==> src/rtl/alu_ctrl_exec_pkg.sv <==
// Shared constants and types for the ALU control/execute block.
package alu_ctrl_pkg;

  // 4-bit ALU codes driven to the execute datapath
  typedef enum logic [3:0] {
    ALU_AND     = 4'b0000,
    ALU_ORR     = 4'b0001,
    ALU_ADD     = 4'b0010,
    ALU_EOR     = 4'b0011,
    ALU_SUB     = 4'b0110,
    ALU_PASSB   = 4'b0111,
    ALU_MUL     = 4'b1000,
    ALU_ILLEGAL = 4'b1111
  } alu_code_e;

  // R-type opcodes, instruction[31:21]
  localparam logic [10:0] OP_ADD = 11'b10001011000;
  localparam logic [10:0] OP_SUB = 11'b11001011000;
  localparam logic [10:0] OP_AND = 11'b10001010000;
  localparam logic [10:0] OP_ORR = 11'b10101010000;
  localparam logic [10:0] OP_EOR = 11'b11001010000;
  localparam logic [10:0] OP_MUL = 11'b10011011000;

  typedef enum logic [1:0] {
    ST_IDLE = 2'd0,
    ST_MUL  = 2'd1,
    ST_DONE = 2'd2
  } state_e;

endpackage

==> src/rtl/alu_ctrl_exec_if.sv <==
// Request/response bundle between issue logic, the ALU block and writeback.
interface alu_ctrl_exec_if #(parameter int WIDTH = 64);
  logic             in_valid;
  logic             in_ready;
  logic [1:0]       alu_op;
  logic [10:0]      opcode;
  logic [WIDTH-1:0] a;
  logic [WIDTH-1:0] b;
  logic             out_valid;
  logic             out_ready;
  logic [WIDTH-1:0] result;
  logic [3:0]       alu_code;
  logic             zero;
  logic             illegal;
  logic             busy;

  modport master (
    output in_valid, alu_op, opcode, a, b, out_ready,
    input  in_ready, out_valid, result, alu_code, zero, illegal, busy
  );

  modport slave (
    input  in_valid, alu_op, opcode, a, b, out_ready,
    output in_ready, out_valid, result, alu_code, zero, illegal, busy
  );
endinterface

==> src/rtl/alu_ctrl_exec_decode.sv <==
// Combinational ALUOp/opcode decoder producing the 4-bit ALU code.
module alu_ctrl_decode
  import alu_ctrl_pkg::*;
#(
  parameter bit MUL_EN = 1'b1
) (
  input  logic [1:0]  alu_op,
  input  logic [10:0] opcode,
  output alu_code_e   code,
  output logic        is_mul,
  output logic        is_illegal
);

  // alu_op 00 forces ADD, x1 forces PASSB, 10 consults the opcode table
  always_comb begin
    code = ALU_ILLEGAL;
    casez (alu_op)
      2'b00: code = ALU_ADD;
      2'b?1: code = ALU_PASSB;
      default: begin
        case (opcode)
          OP_ADD:  code = ALU_ADD;
          OP_SUB:  code = ALU_SUB;
          OP_AND:  code = ALU_AND;
          OP_ORR:  code = ALU_ORR;
          OP_EOR:  code = ALU_EOR;
          OP_MUL:  code = MUL_EN ? ALU_MUL : ALU_ILLEGAL;
          default: code = ALU_ILLEGAL;
        endcase
      end
    endcase
  end

  assign is_mul     = (code == ALU_MUL);
  assign is_illegal = (code == ALU_ILLEGAL);

endmodule

==> src/rtl/alu_ctrl_exec.sv <==
// Execute-stage ALU: decode, single-cycle ops and iterative shift-add multiply.
module alu_ctrl_exec
  import alu_ctrl_pkg::*;
#(
  parameter int WIDTH  = 64,
  parameter bit MUL_EN = 1'b1
) (
  input logic            clk,
  input logic            rst,
  alu_ctrl_exec_if.slave bus
);

  localparam int CW = $clog2(WIDTH) + 1;
  localparam logic [CW-1:0] LAST = CW'(WIDTH - 1);

  state_e           state, state_nxt;
  alu_code_e        code;
  logic             is_mul, is_illegal, accept;
  logic [WIDTH-1:0] alu_res, mcand, mplier, acc, acc_nxt;
  logic [CW-1:0]    cnt;

  alu_ctrl_decode #(.MUL_EN(MUL_EN)) u_dec (
    .alu_op    (bus.alu_op),
    .opcode    (bus.opcode),
    .code      (code),
    .is_mul    (is_mul),
    .is_illegal(is_illegal)
  );

  // DONE can hand off directly to the next bundle when the consumer drains
  assign bus.in_ready  = (state == ST_IDLE) || ((state == ST_DONE) && bus.out_ready);
  assign accept        = bus.in_valid && bus.in_ready;
  assign bus.out_valid = (state == ST_DONE);
  assign bus.busy      = (state == ST_MUL);

  // single-cycle result; illegal codes fall to zero
  always_comb begin
    alu_res = '0;
    case (code)
      ALU_ADD:   alu_res = bus.a + bus.b;
      ALU_SUB:   alu_res = bus.a + ~bus.b + 1'b1;
      ALU_AND:   alu_res = bus.a & bus.b;
      ALU_ORR:   alu_res = bus.a | bus.b;
      ALU_EOR:   alu_res = bus.a ^ bus.b;
      ALU_PASSB: alu_res = bus.b;
      default:   alu_res = '0;
    endcase
  end

  assign acc_nxt = acc + (mplier[0] ? mcand : '0);

  // state register
  always_ff @(posedge clk or posedge rst) begin
    if (rst) state <= ST_IDLE;
    else     state <= state_nxt;
  end

  // next-state: accept wins in IDLE and in a draining DONE
  always_comb begin
    state_nxt = state;
    case (state)
      ST_IDLE: if (accept) state_nxt = is_mul ? ST_MUL : ST_DONE;
      ST_MUL:  if (cnt == LAST) state_nxt = ST_DONE;
      ST_DONE: begin
        if (accept)             state_nxt = is_mul ? ST_MUL : ST_DONE;
        else if (bus.out_ready) state_nxt = ST_IDLE;
      end
      default: state_nxt = ST_IDLE;
    endcase
  end

  // datapath: capture on accept, one shift-add step per MUL cycle
  always_ff @(posedge clk or posedge rst) begin
    if (rst) begin
      bus.result   <= '0;
      bus.alu_code <= '0;
      bus.zero     <= 1'b0;
      bus.illegal  <= 1'b0;
      mcand        <= '0;
      mplier       <= '0;
      acc          <= '0;
      cnt          <= '0;
    end else if (accept) begin
      bus.alu_code <= code;
      if (is_mul) begin
        mcand  <= bus.a;
        mplier <= bus.b;
        acc    <= '0;
        cnt    <= '0;
      end else begin
        bus.result  <= alu_res;
        bus.zero    <= (alu_res == '0);
        bus.illegal <= is_illegal;
      end
    end else if (state == ST_MUL) begin
      acc    <= acc_nxt;
      mcand  <= mcand << 1;
      mplier <= mplier >> 1;
      cnt    <= cnt + 1'b1;
      if (cnt == LAST) begin
        bus.result  <= acc_nxt;
        bus.zero    <= (acc_nxt == '0);
        bus.illegal <= 1'b0;
      end
    end
  end

endmodule

==> src/flat_wrapper.sv <==
// flat-port wrapper written by rule: the top's interface ports become plain ports
module alu_ctrl_exec_flat import alu_ctrl_pkg::*;
#(
  parameter int WIDTH  = 64,
  parameter bit MUL_EN = 1'b1
)
  (clk, rst, bus_in_valid, bus_alu_op, bus_opcode, bus_a, bus_b, bus_out_ready, bus_in_ready, bus_out_valid, bus_result, bus_alu_code, bus_zero, bus_illegal, bus_busy);
  alu_ctrl_exec_if #(.WIDTH(WIDTH)) bus_i ();
  input logic clk;
  input logic rst;
  input wire logic [$bits(bus_i.in_valid)-1:0] bus_in_valid;
  input wire logic [$bits(bus_i.alu_op)-1:0] bus_alu_op;
  input wire logic [$bits(bus_i.opcode)-1:0] bus_opcode;
  input wire logic [$bits(bus_i.a)-1:0] bus_a;
  input wire logic [$bits(bus_i.b)-1:0] bus_b;
  input wire logic [$bits(bus_i.out_ready)-1:0] bus_out_ready;
  output wire logic [$bits(bus_i.in_ready)-1:0] bus_in_ready;
  output wire logic [$bits(bus_i.out_valid)-1:0] bus_out_valid;
  output wire logic [$bits(bus_i.result)-1:0] bus_result;
  output wire logic [$bits(bus_i.alu_code)-1:0] bus_alu_code;
  output wire logic [$bits(bus_i.zero)-1:0] bus_zero;
  output wire logic [$bits(bus_i.illegal)-1:0] bus_illegal;
  output wire logic [$bits(bus_i.busy)-1:0] bus_busy;
  assign bus_i.in_valid = bus_in_valid;
  assign bus_i.alu_op = bus_alu_op;
  assign bus_i.opcode = bus_opcode;
  assign bus_i.a = bus_a;
  assign bus_i.b = bus_b;
  assign bus_i.out_ready = bus_out_ready;
  assign bus_in_ready = bus_i.in_ready;
  assign bus_out_valid = bus_i.out_valid;
  assign bus_result = bus_i.result;
  assign bus_alu_code = bus_i.alu_code;
  assign bus_zero = bus_i.zero;
  assign bus_illegal = bus_i.illegal;
  assign bus_busy = bus_i.busy;
  alu_ctrl_exec #(.WIDTH(WIDTH), .MUL_EN(MUL_EN)) u_core (.clk(clk), .rst(rst), .bus(bus_i));
endmodule
==> config.mk <==
export PLATFORM = sky130hd
export DESIGN_NAME = alu_ctrl_exec_flat
export DESIGN_NICKNAME = d
export VERILOG_FILES = /design/src/rtl/alu_ctrl_exec_pkg.sv /design/src/rtl/alu_ctrl_exec_if.sv /design/src/rtl/alu_ctrl_exec_decode.sv /design/src/rtl/alu_ctrl_exec.sv /design/src/flat_wrapper.sv
export SDC_FILE = /design/constraint.sdc
export NUM_CORES = 1
export LEC_CHECK = 0
export ABC_AREA = 0
export BUFFER_PORTS_ARGS = -buffer_cell sky130_fd_sc_hd__buf_2
export CAP_MARGIN = 5
export CORE_MARGIN = 3
export CORE_UTILIZATION = 45
export DETAILED_ROUTE_END_ITERATION = 10
export PLACE_DENSITY_LB_ADDON = 0.15
export SLEW_MARGIN = 10
export SYNTH_ARGS = -nofsm -noshare
export SYNTH_HDL_FRONTEND = slang
export SYNTH_SLANG_ARGS = --single-unit
==> constraint.sdc <==
create_clock -name clk -period 11.5 [get_ports clk]
set_input_delay 1.15 -clock clk [delete_from_list [all_inputs] [get_ports clk]]
set_output_delay 1.15 -clock clk [all_outputs]
set_load 0.1 [all_outputs]
==> results of run 1 <==
==> sequential cells by signal, indices dropped and copies added, names as in the netlist <==
name                 count
u_core.mplier           64
u_core.cnt               7
u_core.mcand            64
u_core.bus.illegal       1
u_core.bus.result       64
u_core.bus.alu_code      4
u_core.state             2
u_core.acc              64
u_core.bus.zero          1
==> worst register-to-register path, stage by stage (launching register included) <==
cell and delay, ns:
dfrtp_1 0.55, buf_4 0.48, and2_1 0.22, ha_1 0.30, and4_1 0.27, a2bb2oi_1 0.20, o2111ai_1 0.13, o21ai_0 0.53
o221ai_1 0.29, a31oi_1 0.49, nand4b_1 0.18, o21ai_0 0.29, or3_1 0.44, a2111o_1 0.37, nor4b_1 0.50, nand4_1 0.23
o311ai_2 0.11
==> worst min path at each step <==
| stage | slack, ns | startpoint | end | cells after the start |
|---|---|---|---|---|
| floorplan | 0.45 | u_core.acc[31] | u_core.acc[31] | 2 |
| detailed placement | 0.47 | u_core.bus.result[33] | u_core.bus.result[33] | 2 |
| CTS | 0.48 | u_core.bus.result[33] | u_core.bus.result[33] | 2 |
| global placement | 0.46 | u_core.bus.result[26] | u_core.bus.result[26] | 2 |
| global route | 0.50 | u_core.mplier[35] | u_core.mplier[35] | 2 |
| finish | 0.47 | u_core.bus.result[21] | u_core.bus.result[21] | 2 |
==> per-stage QoR <==
stage | utilization | area, µm² | hold WS [ns]
global placement | 0.481 | 29800 | 0.458
CTS | 0.500 | 31000 | 0.479
finish | 0.500 | 31000 | 0.471
global route | 0.500 | 31000 | 0.497
floorplan | - | 28300 | 0.445
detailed placement | 0.481 | 29800 | 0.466
==> power by group <==
group	leakage, nW	internal [mW]	total [mW]	switching [mW]
clock	0.557	0.679	1.14	0.463
sequential	3.67	0.989	1.01	0.0229
combinational	9.99	0.289	1.11	0.825
==> placed cells by master (no fill, tap or decap), types with 21 or more instances in the layout <==
cell type  count
o221ai_1      26
o21a_1        34
nand3_1       73
a21oi_1      296
nor2b_1       29
or3_1         24
nor2_1       219
and2_1        86
ha_1         272
mux2i_1      137
o21ai_0      400
a31oi_1       34
nor3_1        71
a211oi_1      38
o211ai_1      37
buf_2        217
nand4_1       55
xnor2_1       53
inv_1        231
dfrtp_1      271
a21boi_0      24
nand2_1      442
mux2_2        29
a21o_1        51
nor4_1        47
a211o_1       21
a22oi_1       63
o21bai_1      46
clkbuf_16     35
buf_4         36
o31ai_1       61
xor2_1        31
==> cells by family (layout without fill, tap and decap cells) <==
group / count (synthesis) / in the layout / share of synthesized area
compound gates: 1308 / 1308 / 0.294
xor+xnor: 84 / 84 / 0.0260
fa+ha+maj: 275 / 275 / 0.123
buf+inv: 475 / 544 / 0.0636
flops: 271 / 271 / 0.240
mux: 166 / 166 / 0.0601
other cells: 0 / 4 / 0
simple gates: 1152 / 1152 / 0.194
==> metal layers <==
layer	vias up	GRT usage	wire length, µm	share of wire
li1	13666	-	-	-
met1	14083	0.495	51200	0.46
met2	1416	0.462	44900	0.40
met3	187	0.0707	12000	0.11
met4	6	0.0783	2790	0.025
met5	-	0	45	0.00041
==> cell type report <==
cell class | instances | area [µm²] | share of cell area
multi-input cells | 2985 | 19700 | 0.637
flip-flops and latches | 271 | 6780 | 0.219
repair buffers | 253 | 1360 | 0.0438
well taps | 837 | 1050 | 0.0338
clock buffers | 42 | 952 | 0.0307
inverters | 236 | 893 | 0.0288
clock inverters | 13 | 206 | 0.00666
diodes | 4 | 10.0 | 0.000323
==> load_flow_metrics.sql, run 1 <==
INSERT INTO impl_metrics (metric_group, metric, value, unit) VALUES
('clock_network', 'worst_setup_hold_path_clk_slew', '0.06', 'ns'),
('sta', 'finalCriticalPeriod', '6.32', 'ns'),
('yosys', 'synth_area_leader_cell', 'dfrtp_1', ''),
('worst_setup_path', 'crit_arrival', '6.79', 'ns'),
('layout', 'filler_instances', '6319', ''),
('routing', 'dr.first_iter.drc_count', '3917', ''),
('floorplanning', 'die_h', '257', 'µm'),
('clock_network', 'h_tree_depth', '2', ''),
('worst_setup_path', 'reg2reg_depth', '16', ''),
('worst_setup_path', 'cp-endpoint', 'u_core.bus.zero', ''),
('worst_setup_path', 'critPathLaunchType', 'input pin', ''),
('floorplanning', 'dieArea', '65800', 'µm²'),
('clock_network', 'post_cts_buffers', '0', ''),
('yosys', 'synthDistinctLibCells', '87', ''),
('placement', 'dp.final_hpwl', '85400', 'µm'),
('floorplanning', 'area_of_the_core_region', '61900', 'µm²'),
('clock_network', 'cts.sink_count', '271', ''),
('placement', 'dp_cells', '4582', ''),
('yosys', 'synth_area_leaders', 'dfrtp_1 24%, ha_1 12%, o21ai_0 7.1%', ''),
('power_and_ir_drop', 'power_per_cell_area', '105', 'nW/µm²'),
('power_and_ir_drop', 'vdd_ir_drop_max', '0.112', 'mV'),
('yosys', 'synth_area', '28300', 'µm²'),
('placement', 'port_buffer_count', '217', ''),
('worst_setup_path', 'critPathMaxStageDelay', '0.75', 'ns'),
('worst_setup_path', 'reg2reg_slack', '5.84', 'ns'),
('sta', 'max-slew-margin-rel', '0.250', ''),
('yosys', 'synthTopCellsByCount', '443 x nand2_1, 400 x o21ai_0, 297 x a21oi_1', ''),
('layout', 'final_layout_size_suffix_gt1_frac', '0.100', ''),
('sta', 'max_slew_violation_total_from_the_final_report', '0', ''),
('floorplanning', 'placementRows', '91', ''),
('layout', 'nNetsFinal', '4201', ''),
('worst_setup_path', 'cp.buffers_inverters', '2', ''),
('yosys', 'asyncSetResetFlopFracSynth', '1.00', ''),
('floorplanning', 'top_level_ports', '218', ''),
('floorplanning', 'initial_core_util', '0.456', ''),
('clock_network', 'ctsRootBufferMaster', 'clkbuf_16', ''),
('yosys', 'share_of_the_synthesized_area_in_the_top_cell_type', '0.240', ''),
('clock_network', 'numCtsBuffers', '34', ''),
('routing', 'post_detailed_route_wirelength_per_cell', '23.9', 'µm'),
('worst_setup_path', 'cp_delay_by_family_top', 'simple AND/OR/NAND/NOR gates', ''),
('power_and_ir_drop', 'static-leakage-power', '14.2', 'nW'),
('yosys', 'ys_seq_area_frac', '0.240', ''),
('sta', 'setup_total_negative_slack', '0', 'ns'),
('worst_setup_path', 'worstPathCellList', 'buf_2 -> or3_1 -> nor3_1 -> or4_1 -> buf_4 -> o21ai_1 -> nor2_1 -> o31ai_1 -> a221oi_1 -> nand4_1 -> nor4_1 -> nand4_1 -> or4_1 -> nor4_1 -> nand4_1 -> o311ai_2', ''),
('layout', 'layoutNonFillerInstCount', '4641', ''),
('yosys', 'synth-edff-count', '0', ''),
('clock_network', 'post_cts_hold_buffer_count', '0', ''),
('global_route', 'first_pass_grt_wire_length', '169000', 'µm'),
('worst_setup_path', 'path_depth', '16', ''),
('yosys', 'syn-num-nets', '4151', ''),
('sta', 'fin_crit_sh', '0.549', ''),
('clock_network', 'cts_tree', 'built', ''),
('clock_network', 'ctsResizeCount', '0', ''),
('yosys', 'synthMostInstantiatedCell', 'nand2_1', ''),
('worst_setup_path', 'worstReg2RegStart', 'u_core.mplier[0]', ''),
('yosys', 'yosys_register_bits', '271', ''),
('worst_setup_path', 'worst-endpoint-required', '11.97', 'ns'),
('clock_network', 'cts-root-to-sink-buffers', '3', ''),
('sta', 'clock-skew-final', '0.0229', 'ns'),
('worst_setup_path', 'critPathMostFrequentCell', 'nand4_1', ''),
('placement', 'routabilityCongestion', '1.02', ''),
('status', 'run_status', 'completed', ''),
('worst_setup_path', 'reg2reg_to', 'u_core.bus.zero', ''),
('layout', 'area_delta_synth_final', '9.68', '%'),
('clock_network', 'clk-insertion-delay-late', '0.57', 'ns'),
('power_and_ir_drop', 'report.power.total', '3.27', 'mW'),
('worst_setup_path', 'timing.setup.critical_path_class', 'in -> reg', ''),
('worst_setup_path', 'path_max_fanout', '23', ''),
('run', 'cap_violations', '0', ''),
('routing', 'routed-via-count', '29358', ''),
('worst_hold_path', 'min-delay-path-class', 'reg -> reg', '');
No activity file was read; power rests on OpenSTA's default activity.
==> run 2, diff against run 1 <==
- clock period: 11.5 -> 6.19 ns (I/O delays scaled with it)
==> load_flow_metrics.sql, run 2 (synthesized netlist as in run 1, its figures left out) <==
INSERT INTO impl_metrics (metric_group, metric, value, unit) VALUES
('status', 'run_status', 'completed', ''),
('sta', 'max_freq', '169', 'MHz'),
('layout', 'nNetsFinal', '4227', ''),
('clock_network', 'ctsResizeCount', '0', ''),
('worst_setup_path', 'cp_delay_by_family_top', 'simple AND/OR/NAND/NOR gates', ''),
('sta', 'hold_slack', '0.0412', 'ns'),
('worst_hold_path', 'min-delay-path-class', 'in -> async', ''),
('sta', 'fin_crit_sh', '0.955', ''),
('power_and_ir_drop', 'power_per_cell_area', '196', 'nW/µm²'),
('global_route', 'grt_antenna_before_repair', '9', ''),
('clock_network', 'ctsRootBufferMaster', 'clkbuf_16', ''),
('sta', 'clock-skew-final', '0.0208', 'ns'),
('worst_setup_path', 'critPathMaxStageDelay', '0.65', 'ns'),
('worst_setup_path', 'cp.buffers_inverters', '0', ''),
('placement', 'placement.setup.worst_slack', '0.261', 'ns'),
('run', 'cap_violations', '0', ''),
('global_route', 'first_pass_grt_wire_length', '167000', 'µm'),
('layout', 'finish.instance_area', '31300', 'µm²'),
('clock_network', 'post_cts_hold_buffer_count', '0', ''),
('routing', 'detail-route-antenna-nets', '0', ''),
('sta', 'finalCriticalPeriod', '5.91', 'ns'),
('floorplanning', 'area_of_the_core_region', '61900', 'µm²'),
('clock_network', 'cts-root-to-sink-buffers', '3', ''),
('worst_setup_path', 'crit_arrival', '6.36', 'ns'),
('routing', 'firstDrtPassIters', '7', ''),
('placement', 'postPlaceCellArea', '30100', 'µm²'),
('floorplanning', 'die_h', '257', 'µm'),
('layout', 'final_cell_mix', '442 x nand2_1, 400 x o21ai_0, 296 x a21oi_1, 272 x ha_1, 271 x dfrtp_1', ''),
('routing', 'post_detailed_route_wirelength_per_cell', '23.6', 'µm'),
('power_and_ir_drop', 'static-leakage-power', '14.4', 'nW'),
('worst_setup_path', 'worst-endpoint-required', '6.64', 'ns'),
('placement', 'port_buffer_count', '217', ''),
('routing', 'routed-via-count', '29353', ''),
('worst_setup_path', 'worstPathCellList', 'and2_1 -> ha_1 -> fa_1 -> a211oi_1 -> o21ai_0 -> a31oi_1 -> o21ai_0 -> xor2_1 -> nor4_1 -> nand3_1 -> nor4b_1 -> nand4_1 -> a2111oi_0 -> nand4_1 -> nor3b_1 -> nand4_1 -> o311ai_2', ''),
('clock_network', 'worst_setup_hold_path_clk_slew', '0.06', 'ns'),
('worst_setup_path', 'worst_path_max_delay_cell', 'a2111oi_0', ''),
('layout', 'final_layout_size_suffix_gt1_frac', '0.106', ''),
('global_route', 'grt_pass1_vias', '26759', ''),
('clock_network', 'cts.sink_count', '271', ''),
('floorplanning', 'initial_core_util', '0.456', ''),
('layout', 'most_common_cell_after_layout_fill_and_taps_aside', 'nand2_1', ''),
('placement', 'routabilityCongestion', '1.01', ''),
('sta', 'timing_hold_violations_final', '0', ''),
('floorplanning', 'dieArea', '65800', 'µm²'),
('routing', 'drc_errors', '0', ''),
('worst_setup_path', 'endpoint_kind', 'flop', ''),
('sta', 'grt_setup_unrepaired', 'no', ''),
('sta', 'postLayoutSetupSlackWorst', '0.279', 'ns'),
('worst_setup_path', 'critPathLaunchType', 'flop', ''),
('placement', 'dp.final_hpwl', '85700', 'µm'),
('floorplanning', 'placementRows', '91', ''),
('sta', 'tightestPinTransition', '1.27', 'ns'),
('power_and_ir_drop', 'vdd_ir_drop_max', '0.195', 'mV'),
('clock_network', 'clk-insertion-delay-late', '0.57', 'ns'),
('routing', 'dr.first_iter.drc_count', '3789', ''),
('floorplanning', 'die_width', '257', 'µm'),
('global_route', 'grt_max_degree', '134', ''),
('worst_setup_path', 'critPathMostFrequentCell', 'nand4_1', ''),
('routing', 'avgViaCountPerCell', '6.29', ''),
('worst_setup_path', 'timing.setup.critical_path_class', 'reg -> reg', ''),
('sta', 'setup_total_negative_slack', '0', 'ns'),
('floorplanning', 'top_level_ports', '218', ''),
('clock_network', 'cts_tree', 'built', ''),
('global_route', 'aggregate_global_route_resource_usage', '0.323', ''),
('sta', 'max-slew-margin-rel', '0.145', ''),
('global_route', 'gr-total-overflow', '0', ''),
('clock_network', 'h_tree_depth', '2', ''),
('routing', 'wirelength', '110000', 'µm'),
('clock_network', 'numCtsBuffers', '35', ''),
('clock_network', 'post_cts_buffers', '0', ''),
('worst_setup_path', 'path_max_fanout', '19', ''),
('sta', 'max_slew_violation_total_from_the_final_report', '0', ''),
('layout', 'area_delta_synth_final', '10.6', '%'),
('sta', 'finalSetupViolCount', '0', '');
==> run 2: cell count changes in the layout (fill, tap and decap cells not counted), sizes merged <==
| cell | delta |
|---|---|
| buf | +25 |
| clkbuf | +5 |
| inv | -3 |
| clkinv | +2 |
| clkinvlp | +1 |
| diode | -1 |
==> run 2: power breakdown <==
group | total, mW | switching, mW | internal [mW]
sequential | 1.88 | 0.0430 | 1.84
clock | 2.16 | 0.866 | 1.29
combinational | 2.08 | 1.53 | 0.551
total | 6.12 | 2.44 | 3.68
==> run 2: layout make-up <==
| type | instances | area (µm²) |
|---|---|---|
| Multi-Input combinational cell | 2985 | 19700 |
| Sequential cell | 271 | 6780 |
| Timing Repair Buffer | 278 | 1610 |
| Fill cell | 6257 | 30700 |
| Clock inverter | 13 | 195 |
| Inverter | 236 | 890 |
| Clock buffer | 47 | 991 |
| Antenna cell | 3 | 7.51 |
| Tap cell | 837 | 1050 |
==> run 2: final timing paths <==
path	to	slack [ns]	depth (start not counted)	start
setup / recovery	u_core.bus.zero	0.28	17	u_core.mplier[0]
hold / removal	u_core.bus.alu_code[1]	0.04	2	rst
setup reg to reg	u_core.bus.zero	0.28	17	u_core.mplier[0]
hold reg to reg	u_core.bus.result[34]	0.47	2	u_core.bus.result[34]
max in group asynchronous	u_core.acc[52]	4.51	4	rst
min in group clk	u_core.mcand[0]	0.31	3	bus_a[0]
==> run 2: per-layer routing <==
layer | vias up | global-route usage | part of all wire
met4 | 4 | 0.0742 | 0.024
li1 | 13690 | - | -
met1 | 13972 | 0.491 | 0.46
met3 | 200 | 0.0806 | 0.11
met2 | 1487 | 0.455 | 0.41
met5 | - | 0 | 0.00023
==> run 2: worst register-to-register path, stage by stage, from the launching register on <==
cell and delay, ns:
dfrtp_1 0.56, and2_1 0.27, ha_1 0.21, fa_1 0.44, a211oi_1 0.43, o21ai_0 0.25
a31oi_1 0.39, o21ai_0 0.24, xor2_1 0.21, nor4_1 0.44, nand3_1 0.17, nor4b_1 0.43
nand4_1 0.21, a2111oi_0 0.65, nand4_1 0.25, nor3b_1 0.29, nand4_1 0.23, o311ai_2 0.13
==> run 2: stage by stage <==
step,power [mW],utilization,std cells
3_5_place_dp,3.93,0.485,4607
4_1_cts,6.11,0.504,4667
5_1_grt,6.37,0.505,4670
2_1_floorplan,3.33,-,3731
3_3_place_gp,3.94,0.485,4607
6_report,6.12,0.505,4670
